$ cat config.mk
export PLATFORM = sky130hd
export DESIGN_NAME = mem_port_arbiter_flat
export DESIGN_NICKNAME = d
export VERILOG_FILES = /design/src/rtl/mem_port_arbiter_if.sv /design/src/rtl/mem_port_arbiter.sv /design/src/flat_wrapper.sv
export SDC_FILE = /design/constraint.sdc
export NUM_CORES = 1
export LEC_CHECK = 0
export ABC_AREA = 1
export CAP_MARGIN = 10
export CORE_AREA = 2 2 119 121
export DETAILED_ROUTE_END_ITERATION = 16
export DIE_AREA = 0 0 121 123
export PLACE_DENSITY = 0.73
export SLEW_MARGIN = 15
export SYNTH_ARGS = -nofsm -noshare
export SYNTH_HDL_FRONTEND = slang
export SYNTH_SLANG_ARGS = --single-unit
$ cat constraint.sdc
create_clock -name clk -period 5.65 [get_ports clk]
set_input_delay 0.8475 -clock clk [delete_from_list [all_inputs] [get_ports clk]]
set_output_delay 0.8475 -clock clk [all_outputs]
set_load 0.005 [all_outputs]
$ cat src/rtl/mem_port_arbiter_if.sv
// Core-side request/response channels and the shared memory port of mem_port_arbiter.
// The master modport is the arbiter's view; slave is the core/memory environment.
interface mem_port_arbiter_if #(
   parameter int AW = 32
);
   logic          stall;
   logic          imem_ready;
   logic [AW-1:0] imem_addr;
   logic          imem_valid;
   logic          imem_rresp;
   logic [31:0]   imem_rdata;
   logic          dmem_wready;
   logic [AW-1:0] dmem_waddr;
   logic [31:0]   dmem_wdata;
   logic [3:0]    dmem_wstrb;
   logic          dmem_wvalid;
   logic          dmem_rready;
   logic [AW-1:0] dmem_raddr;
   logic          dmem_rvalid;
   logic          dmem_rresp;
   logic [31:0]   dmem_rdata;
   logic          mem_ready;
   logic          mem_valid;
   logic          mem_we;
   logic [AW-1:0] mem_addr;
   logic [31:0]   mem_wdata;
   logic [3:0]    mem_wstrb;
   logic          mem_rresp;
   logic [31:0]   mem_rdata;
   logic          resp_err;

   modport master (
      input  stall, imem_ready, imem_addr, dmem_wready, dmem_waddr, dmem_wdata,
             dmem_wstrb, dmem_rready, dmem_raddr, mem_valid, mem_rresp, mem_rdata,
      output imem_valid, imem_rresp, imem_rdata, dmem_wvalid, dmem_rvalid,
             dmem_rresp, dmem_rdata, mem_ready, mem_we, mem_addr, mem_wdata,
             mem_wstrb, resp_err
   );

   modport slave (
      output stall, imem_ready, imem_addr, dmem_wready, dmem_waddr, dmem_wdata,
             dmem_wstrb, dmem_rready, dmem_raddr, mem_valid, mem_rresp, mem_rdata,
      input  imem_valid, imem_rresp, imem_rdata, dmem_wvalid, dmem_rvalid,
             dmem_rresp, dmem_rdata, mem_ready, mem_we, mem_addr, mem_wdata,
             mem_wstrb, resp_err
   );
endinterface

$ cat src/rtl/mem_port_arbiter.sv
// Round-robin arbiter sharing one memory port between imem read, dmem write and dmem read,
// with an in-order tag FIFO that steers read responses back to their requester.
module mem_port_arbiter #(
   parameter int RESPLEN = 4,
   parameter int AW      = 32
) (
   input logic               clk,
   input logic               resetb,
   mem_port_arbiter_if.master bus
);
   localparam int PW = $clog2(RESPLEN);
   localparam logic [PW:0] FULL_COUNT = (PW+1)'(RESPLEN);

   typedef enum logic {ARB, HOLD} state_t;

   state_t        state_reg, state_next;
   logic [1:0]    owner_reg, owner_next;
   logic [1:0]    rr_ptr_reg, rr_ptr_next;
   logic [PW:0]   count_reg;
   logic [PW-1:0] wr_ptr_reg, rd_ptr_reg;
   logic          tag_mem [RESPLEN];
   logic          resp_err_reg;

   logic [2:0]    req, elig;
   logic          fifo_full;
   logic [1:0]    cand [3];
   logic [1:0]    winner;
   logic          present;
   logic [1:0]    sel;
   logic          accept, push, pop, head_tag;
   logic [AW-1:0] sel_addr;

   function automatic logic [1:0] next_idx(input logic [1:0] idx);
      return (idx == 2'd2) ? 2'd0 : idx + 2'd1;
   endfunction

   assign req       = {bus.dmem_rready, bus.dmem_wready, bus.imem_ready};
   assign fifo_full = (count_reg == FULL_COUNT);
   // Reads need a free tag slot; a pop in the same cycle does not free one early.
   assign elig      = {req[2] & ~fifo_full, req[1], req[0] & ~fifo_full};

   generate
      for (genvar gi = 0; gi < 3; gi++) begin : g_cand
         logic [2:0] sum;
         assign sum      = {1'b0, rr_ptr_reg} + 3'(gi);
         assign cand[gi] = (sum >= 3'd3) ? 2'(sum - 3'd3) : sum[1:0];
      end
   endgenerate

   always_comb begin
      winner = cand[0];
      for (int k = 2; k >= 0; k--) begin
         if (elig[cand[k]]) winner = cand[k];
      end
   end

   always_comb begin
      state_next  = state_reg;
      owner_next  = owner_reg;
      rr_ptr_next = rr_ptr_reg;
      present     = 1'b0;
      sel         = winner;
      if (!bus.stall) begin
         if (state_reg == HOLD) begin
            sel = owner_reg;
            if (req[owner_reg]) begin
               present = 1'b1;
               if (bus.mem_valid) begin
                  state_next  = ARB;
                  rr_ptr_next = next_idx(owner_reg);
               end
            end else begin
               state_next = ARB;
            end
         end else if (|elig) begin
            present = 1'b1;
            if (bus.mem_valid) begin
               rr_ptr_next = next_idx(winner);
            end else begin
               state_next = HOLD;
               owner_next = winner;
            end
         end
      end
   end

   always_comb begin
      sel_addr = '0;
      if (present) begin
         unique case (sel)
            2'd0:    sel_addr = bus.imem_addr;
            2'd1:    sel_addr = bus.dmem_waddr;
            default: sel_addr = bus.dmem_raddr;
         endcase
      end
   end

   assign accept   = present & bus.mem_valid;
   assign push     = accept & (sel != 2'd1);
   assign pop      = bus.mem_rresp & (count_reg != '0);
   assign head_tag = tag_mem[rd_ptr_reg];

   assign bus.mem_ready   = present;
   assign bus.mem_we      = present & (sel == 2'd1);
   assign bus.mem_addr    = sel_addr;
   assign bus.mem_wdata   = (present && sel == 2'd1) ? bus.dmem_wdata : 32'd0;
   assign bus.mem_wstrb   = (present && sel == 2'd1) ? bus.dmem_wstrb : 4'd0;
   assign bus.imem_valid  = accept & (sel == 2'd0);
   assign bus.dmem_wvalid = accept & (sel == 2'd1);
   assign bus.dmem_rvalid = accept & (sel == 2'd2);
   assign bus.imem_rresp  = pop & ~head_tag;
   assign bus.dmem_rresp  = pop & head_tag;
   assign bus.imem_rdata  = (pop && !head_tag) ? bus.mem_rdata : 32'd0;
   assign bus.dmem_rdata  = (pop && head_tag) ? bus.mem_rdata : 32'd0;
   assign bus.resp_err    = resp_err_reg;

   always_ff @(posedge clk or negedge resetb) begin
      if (!resetb) begin
         state_reg    <= ARB;
         owner_reg    <= 2'd0;
         rr_ptr_reg   <= 2'd0;
         count_reg    <= '0;
         wr_ptr_reg   <= '0;
         rd_ptr_reg   <= '0;
         resp_err_reg <= 1'b0;
      end else begin
         state_reg  <= state_next;
         owner_reg  <= owner_next;
         rr_ptr_reg <= rr_ptr_next;
         if (push) wr_ptr_reg <= wr_ptr_reg + PW'(1);
         if (pop)  rd_ptr_reg <= rd_ptr_reg + PW'(1);
         unique case ({push, pop})
            2'b10:   count_reg <= count_reg + (PW+1)'(1);
            2'b01:   count_reg <= count_reg - (PW+1)'(1);
            default: ;
         endcase
         if (bus.mem_rresp && count_reg == '0) resp_err_reg <= 1'b1;
      end
   end

   // Tag 1 marks a dmem read, 0 an imem read.
   always_ff @(posedge clk) begin
      if (push) tag_mem[wr_ptr_reg] <= (sel == 2'd2);
   end
endmodule
$ cat src/flat_wrapper.sv
// flat-port wrapper written by rule: the top's interface ports become plain ports
module mem_port_arbiter_flat 
#(
   parameter int RESPLEN = 4,
   parameter int AW      = 32
)
  (clk, resetb, bus_stall, bus_imem_ready, bus_imem_addr, bus_dmem_wready, bus_dmem_waddr, bus_dmem_wdata, bus_dmem_wstrb, bus_dmem_rready, bus_dmem_raddr, bus_mem_valid, bus_mem_rresp, bus_mem_rdata, bus_imem_valid, bus_imem_rresp, bus_imem_rdata, bus_dmem_wvalid, bus_dmem_rvalid, bus_dmem_rresp, bus_dmem_rdata, bus_mem_ready, bus_mem_we, bus_mem_addr, bus_mem_wdata, bus_mem_wstrb, bus_resp_err);
  mem_port_arbiter_if #(.AW(AW)) bus_i ();
  input logic clk;
  input logic resetb;
  input wire logic [$bits(bus_i.stall)-1:0] bus_stall;
  input wire logic [$bits(bus_i.imem_ready)-1:0] bus_imem_ready;
  input wire logic [$bits(bus_i.imem_addr)-1:0] bus_imem_addr;
  input wire logic [$bits(bus_i.dmem_wready)-1:0] bus_dmem_wready;
  input wire logic [$bits(bus_i.dmem_waddr)-1:0] bus_dmem_waddr;
  input wire logic [$bits(bus_i.dmem_wdata)-1:0] bus_dmem_wdata;
  input wire logic [$bits(bus_i.dmem_wstrb)-1:0] bus_dmem_wstrb;
  input wire logic [$bits(bus_i.dmem_rready)-1:0] bus_dmem_rready;
  input wire logic [$bits(bus_i.dmem_raddr)-1:0] bus_dmem_raddr;
  input wire logic [$bits(bus_i.mem_valid)-1:0] bus_mem_valid;
  input wire logic [$bits(bus_i.mem_rresp)-1:0] bus_mem_rresp;
  input wire logic [$bits(bus_i.mem_rdata)-1:0] bus_mem_rdata;
  output wire logic [$bits(bus_i.imem_valid)-1:0] bus_imem_valid;
  output wire logic [$bits(bus_i.imem_rresp)-1:0] bus_imem_rresp;
  output wire logic [$bits(bus_i.imem_rdata)-1:0] bus_imem_rdata;
  output wire logic [$bits(bus_i.dmem_wvalid)-1:0] bus_dmem_wvalid;
  output wire logic [$bits(bus_i.dmem_rvalid)-1:0] bus_dmem_rvalid;
  output wire logic [$bits(bus_i.dmem_rresp)-1:0] bus_dmem_rresp;
  output wire logic [$bits(bus_i.dmem_rdata)-1:0] bus_dmem_rdata;
  output wire logic [$bits(bus_i.mem_ready)-1:0] bus_mem_ready;
  output wire logic [$bits(bus_i.mem_we)-1:0] bus_mem_we;
  output wire logic [$bits(bus_i.mem_addr)-1:0] bus_mem_addr;
  output wire logic [$bits(bus_i.mem_wdata)-1:0] bus_mem_wdata;
  output wire logic [$bits(bus_i.mem_wstrb)-1:0] bus_mem_wstrb;
  output wire logic [$bits(bus_i.resp_err)-1:0] bus_resp_err;
  assign bus_i.stall = bus_stall;
  assign bus_i.imem_ready = bus_imem_ready;
  assign bus_i.imem_addr = bus_imem_addr;
  assign bus_i.dmem_wready = bus_dmem_wready;
  assign bus_i.dmem_waddr = bus_dmem_waddr;
  assign bus_i.dmem_wdata = bus_dmem_wdata;
  assign bus_i.dmem_wstrb = bus_dmem_wstrb;
  assign bus_i.dmem_rready = bus_dmem_rready;
  assign bus_i.dmem_raddr = bus_dmem_raddr;
  assign bus_i.mem_valid = bus_mem_valid;
  assign bus_i.mem_rresp = bus_mem_rresp;
  assign bus_i.mem_rdata = bus_mem_rdata;
  assign bus_imem_valid = bus_i.imem_valid;
  assign bus_imem_rresp = bus_i.imem_rresp;
  assign bus_imem_rdata = bus_i.imem_rdata;
  assign bus_dmem_wvalid = bus_i.dmem_wvalid;
  assign bus_dmem_rvalid = bus_i.dmem_rvalid;
  assign bus_dmem_rresp = bus_i.dmem_rresp;
  assign bus_dmem_rdata = bus_i.dmem_rdata;
  assign bus_mem_ready = bus_i.mem_ready;
  assign bus_mem_we = bus_i.mem_we;
  assign bus_mem_addr = bus_i.mem_addr;
  assign bus_mem_wdata = bus_i.mem_wdata;
  assign bus_mem_wstrb = bus_i.mem_wstrb;
  assign bus_resp_err = bus_i.resp_err;
  mem_port_arbiter #(.RESPLEN(RESPLEN), .AW(AW)) u_core (.clk(clk), .resetb(resetb), .bus(bus_i));
endmodule
==> flow_metrics.env <==
export IMPL_synth_area_mm2=0.00302
export IMPL_ant_nets=0
export IMPL_fin_ws_ns=1.15
export IMPL_timing_rr_end="u_core.count_reg[2]"
export IMPL_maxCapViolations=0
export IMPL_period_share_pct=79.7
export IMPL_rsz0062_at_grt="no"
export IMPL_cts_resized=0
export IMPL_firstDrtPassIters=4
export IMPL_htreeDepth=1
export IMPL_tns_ns=0
export IMPL_drt_total_wl_mm=12.7
export IMPL_pre_cts_ws_ns=1.15
export IMPL_slew_violations=0
export IMPL_dr_first_iter_drc_count=108
export IMPL_viasPerCell=4.20
export IMPL_hold_path_class="reg2reg"
export IMPL_cp_max_fo=36
export IMPL_worst_pin_slew_ns=1.02
export IMPL_ys_ff_latch=17
export IMPL_n_fill_cell=1344
export IMPL_rr_worst_depth=21
export IMPL_grt_overflow=0
export IMPL_cp_data_arrival_time_ns=3.65
export IMPL_num_io_pins=312
export IMPL_p_leak_uw=0.00305
export IMPL_critical_path_startpoint="bus_dmem_rready"
export IMPL_timing_rr_start="u_core.rr_ptr_reg[0]"
export IMPL_rows=43
export IMPL_die_w_um=121
export IMPL_cp_start_kind="input pin"
export IMPL_cts_hold_buffers=0
export IMPL_power_density_mw_per_mm2=477
export IMPL_cts_tree="done"
export IMPL_critPathKind="in2out"
export IMPL_synth_cells=547
export IMPL_r2r_slack_ns=2.22
export IMPL_fmax_mhz=222
export IMPL_grt_pass1_vias=3939
export IMPL_critPathCaptureType="output port"
export IMPL_layout_min_cycle_time_ns=4.50
export IMPL_ys_warnings_count=0
export IMPL_drive_gt1_share_pct=7.16
export IMPL_route_detailed_drc=0
export IMPL_syn_avg_cell_area_um2=5.51
export IMPL_busiest_layer="met2"
export IMPL_clock_root_buffer="clkbuf_16"
export IMPL_status="complete, no violations"
export IMPL_synth_cell_types=34
export IMPL_worstPathRequired_ns=4.80
export IMPL_setup_violations=0
export IMPL_clk_pin_slew_worst_paths_ns=0.05
export IMPL_relSlewSlack_pct=32.2
export IMPL_met2_usage_pct=31.0
export IMPL_cts_sinks=17
export IMPL_die_y_um=123
export IMPL_use_met1_pct=16.3
export IMPL_grt_first_pass_wirelength_mm=19.0
export IMPL_place_congestion=0.756
export IMPL_vias=4277
export IMPL_cts_made_buffers=3
export IMPL_cts_setup_buffers=0
export IMPL_grtUsageMet3_pct=4.01
export IMPL_portBuffers=311
export IMPL_crit_end="bus_mem_wdata[9]"
export IMPL_largest_reg_flops=4
export IMPL_groute_usage_overall_pct=15.5
export IMPL_nets=1020
export IMPL_clock_skew_ns=0.00377
export IMPL_yosysSeqAreaShare_pct=14.8
export IMPL_cts_buffer_depth=2
export IMPL_grt_max_degree=37
export IMPL_dp_hpwl_mm=10.4
export IMPL_finalHoldViolCount=0
export IMPL_core_area_mm2=0.0136
export IMPL_vdd_ir_drop_worst_v=0.000416
export IMPL_antenna_cells=0
export IMPL_die_area_mm2=0.0149
export IMPL_start_util_pct=22.2
export IMPL_wire_per_inst_um=12.5
export IMPL_insertion_delay_ns=0.25
export IMPL_area_growth_pct=109
export IMPL_syn_num_nets=728
export IMPL_antenna_found_initial=0
report_power, final:
| group | internal (µW) | leakage (µW) | switching (µW) | total (µW) |
|---|---|---|---|---|
| Clock | 96.0 | 0.0000382 | 48.2 | 144 |
| Combinational | 1210 | 0.00282 | 1430 | 2640 |
| Sequential | 184 | 0.000190 | 39.9 | 224 |
cell families after synthesis:
kind of cell / after synthesis / synth area share [%]
xor+xnor: 4 / 1.16
flops: 17 / 14.8
fa+ha+maj: 9 / 3.98
simple gates: 338 / 53.5
mux: 1 / 0.373
buf+inv: 159 / 22.0
compound gates: 19 / 4.15
cells in the final DEF (no fill, tap or decap), types with 3 or more instances in the layout:
cell type | Yosys | routed
nand2_4 | 3 | 3
xor2_1 | 3 | 3
buf_4 | 4 | 6
nand4_1 | 28 | 28
nor2_4 | 11 | 11
nand2_2 | 4 | 4
edfxtp_1 | 4 | 4
clkdlybuf4s50_1 | 0 | 311
ha_1 | 8 | 8
nor2_2 | 23 | 23
dfrtp_1 | 13 | 13
clkbuf_16 | 0 | 3
nand2_1 | 115 | 115
nor2_1 | 87 | 87
o21ai_0 | 6 | 6
inv_2 | 3 | 3
a21oi_1 | 6 | 6
nand3_1 | 65 | 65
inv_1 | 124 | 124
layout make-up:
class	instances	area, µm²	share of cell area (%)
sequential	17	445	7.07
clock buffer	4	78.8	1.25
multi-input combinational	371	1910	30.3
tap	180	225	3.57
timing repair buffer	317	3160	50.1
inverter	129	487	7.72
layer usage:
layer  wire length, µm  vias up  part of all wire, %
li1                  -     2225                    -
met1              4690     1852                   37
met2              6650      193                   52
met3              1270        7                   10
met4                78        0                 0.61
met5                 0        -                    0
how the worst min path moves through the flow:
stage	cells past startpoint	from	slack (ns)	to
2_1_floorplan	1	u_core.rd_ptr_reg[1]	0.46	u_core.rd_ptr_reg[1]
3_3_place_gp	1	u_core.bus.resp_err	0.45	u_core.bus.resp_err
3_5_place_dp	1	u_core.bus.resp_err	0.46	u_core.bus.resp_err
4_1_cts	1	u_core.bus.resp_err	0.47	u_core.bus.resp_err
5_1_grt	1	u_core.bus.resp_err	0.51	u_core.bus.resp_err
6_report	1	u_core.bus.resp_err	0.47	u_core.bus.resp_err
Yosys cell counts:
cell | number | area share, %
inv_1 | 124 | 15
nand2_1 | 115 | 14
nor2_1 | 87 | 11
nand3_1 | 65 | 11
nand4_1 | 28 | 5.8
nor2_2 | 23 | 4.8
dfrtp_1 | 13 | 11
clkbuf_1 | 11 | 1.4
nor2_4 | 11 | 4.1
buf_2 | 10 | 1.7
ha_1 | 8 | 3.3
a21oi_1 | 6 | 1.0
o21ai_0 | 6 | 1.0
buf_6 | 5 | 1.9
buf_4 | 4 | 1.0
edfxtp_1 | 4 | 4.0
nand2_2 | 4 | 0.83
inv_2 | 3 | 0.37
nand2_4 | 3 | 1.1
xor2_1 | 3 | 0.87
a21boi_4 | 1 | 0.62
a21oi_2 | 1 | 0.29
a31o_2 | 1 | 0.29
a32o_1 | 1 | 0.33
clkinv_1 | 1 | 0.12
fa_1 | 1 | 0.66
inv_4 | 1 | 0.21
mux2_2 | 1 | 0.37
nand3_2 | 1 | 0.33
nor2_8 | 1 | 0.66
o21ai_1 | 1 | 0.17
o21bai_1 | 1 | 0.25
o22ai_1 | 1 | 0.21
xnor2_1 | 1 | 0.29
worst max-delay path: stages:
cell and delay [ns]:
clkdlybuf4s50_1 0.53, nand3_1 0.09, nand2_1 0.11, nand2_1 0.10, nand3_1 0.09, nand2_1 0.08, nand3_2 0.07, nand2_2 0.06
inv_2 0.42, nand2_4 0.14, nor2_8 0.17, inv_4 0.23, nor2_2 0.16, clkdlybuf4s50_1 0.53
stage by stage:
| step | area (µm²) | power, µW | util (%) | hold slack (ns) | std cells |
|---|---|---|---|---|---|
| after floorplan | 3020 | 1810 | - | 0.464 | 547 |
| after global placement | 6220 | 2890 | 45.7 | 0.455 | 1014 |
| after detailed placement | 6220 | 2880 | 45.7 | 0.460 | 1014 |
| after CTS | 6300 | 3040 | 46.3 | 0.472 | 1018 |
| after global routing | 6300 | 3300 | 46.3 | 0.506 | 1018 |
| final | 6300 | 3010 | 46.3 | 0.467 | 1018 |
(Power assumes the default switching activity.)
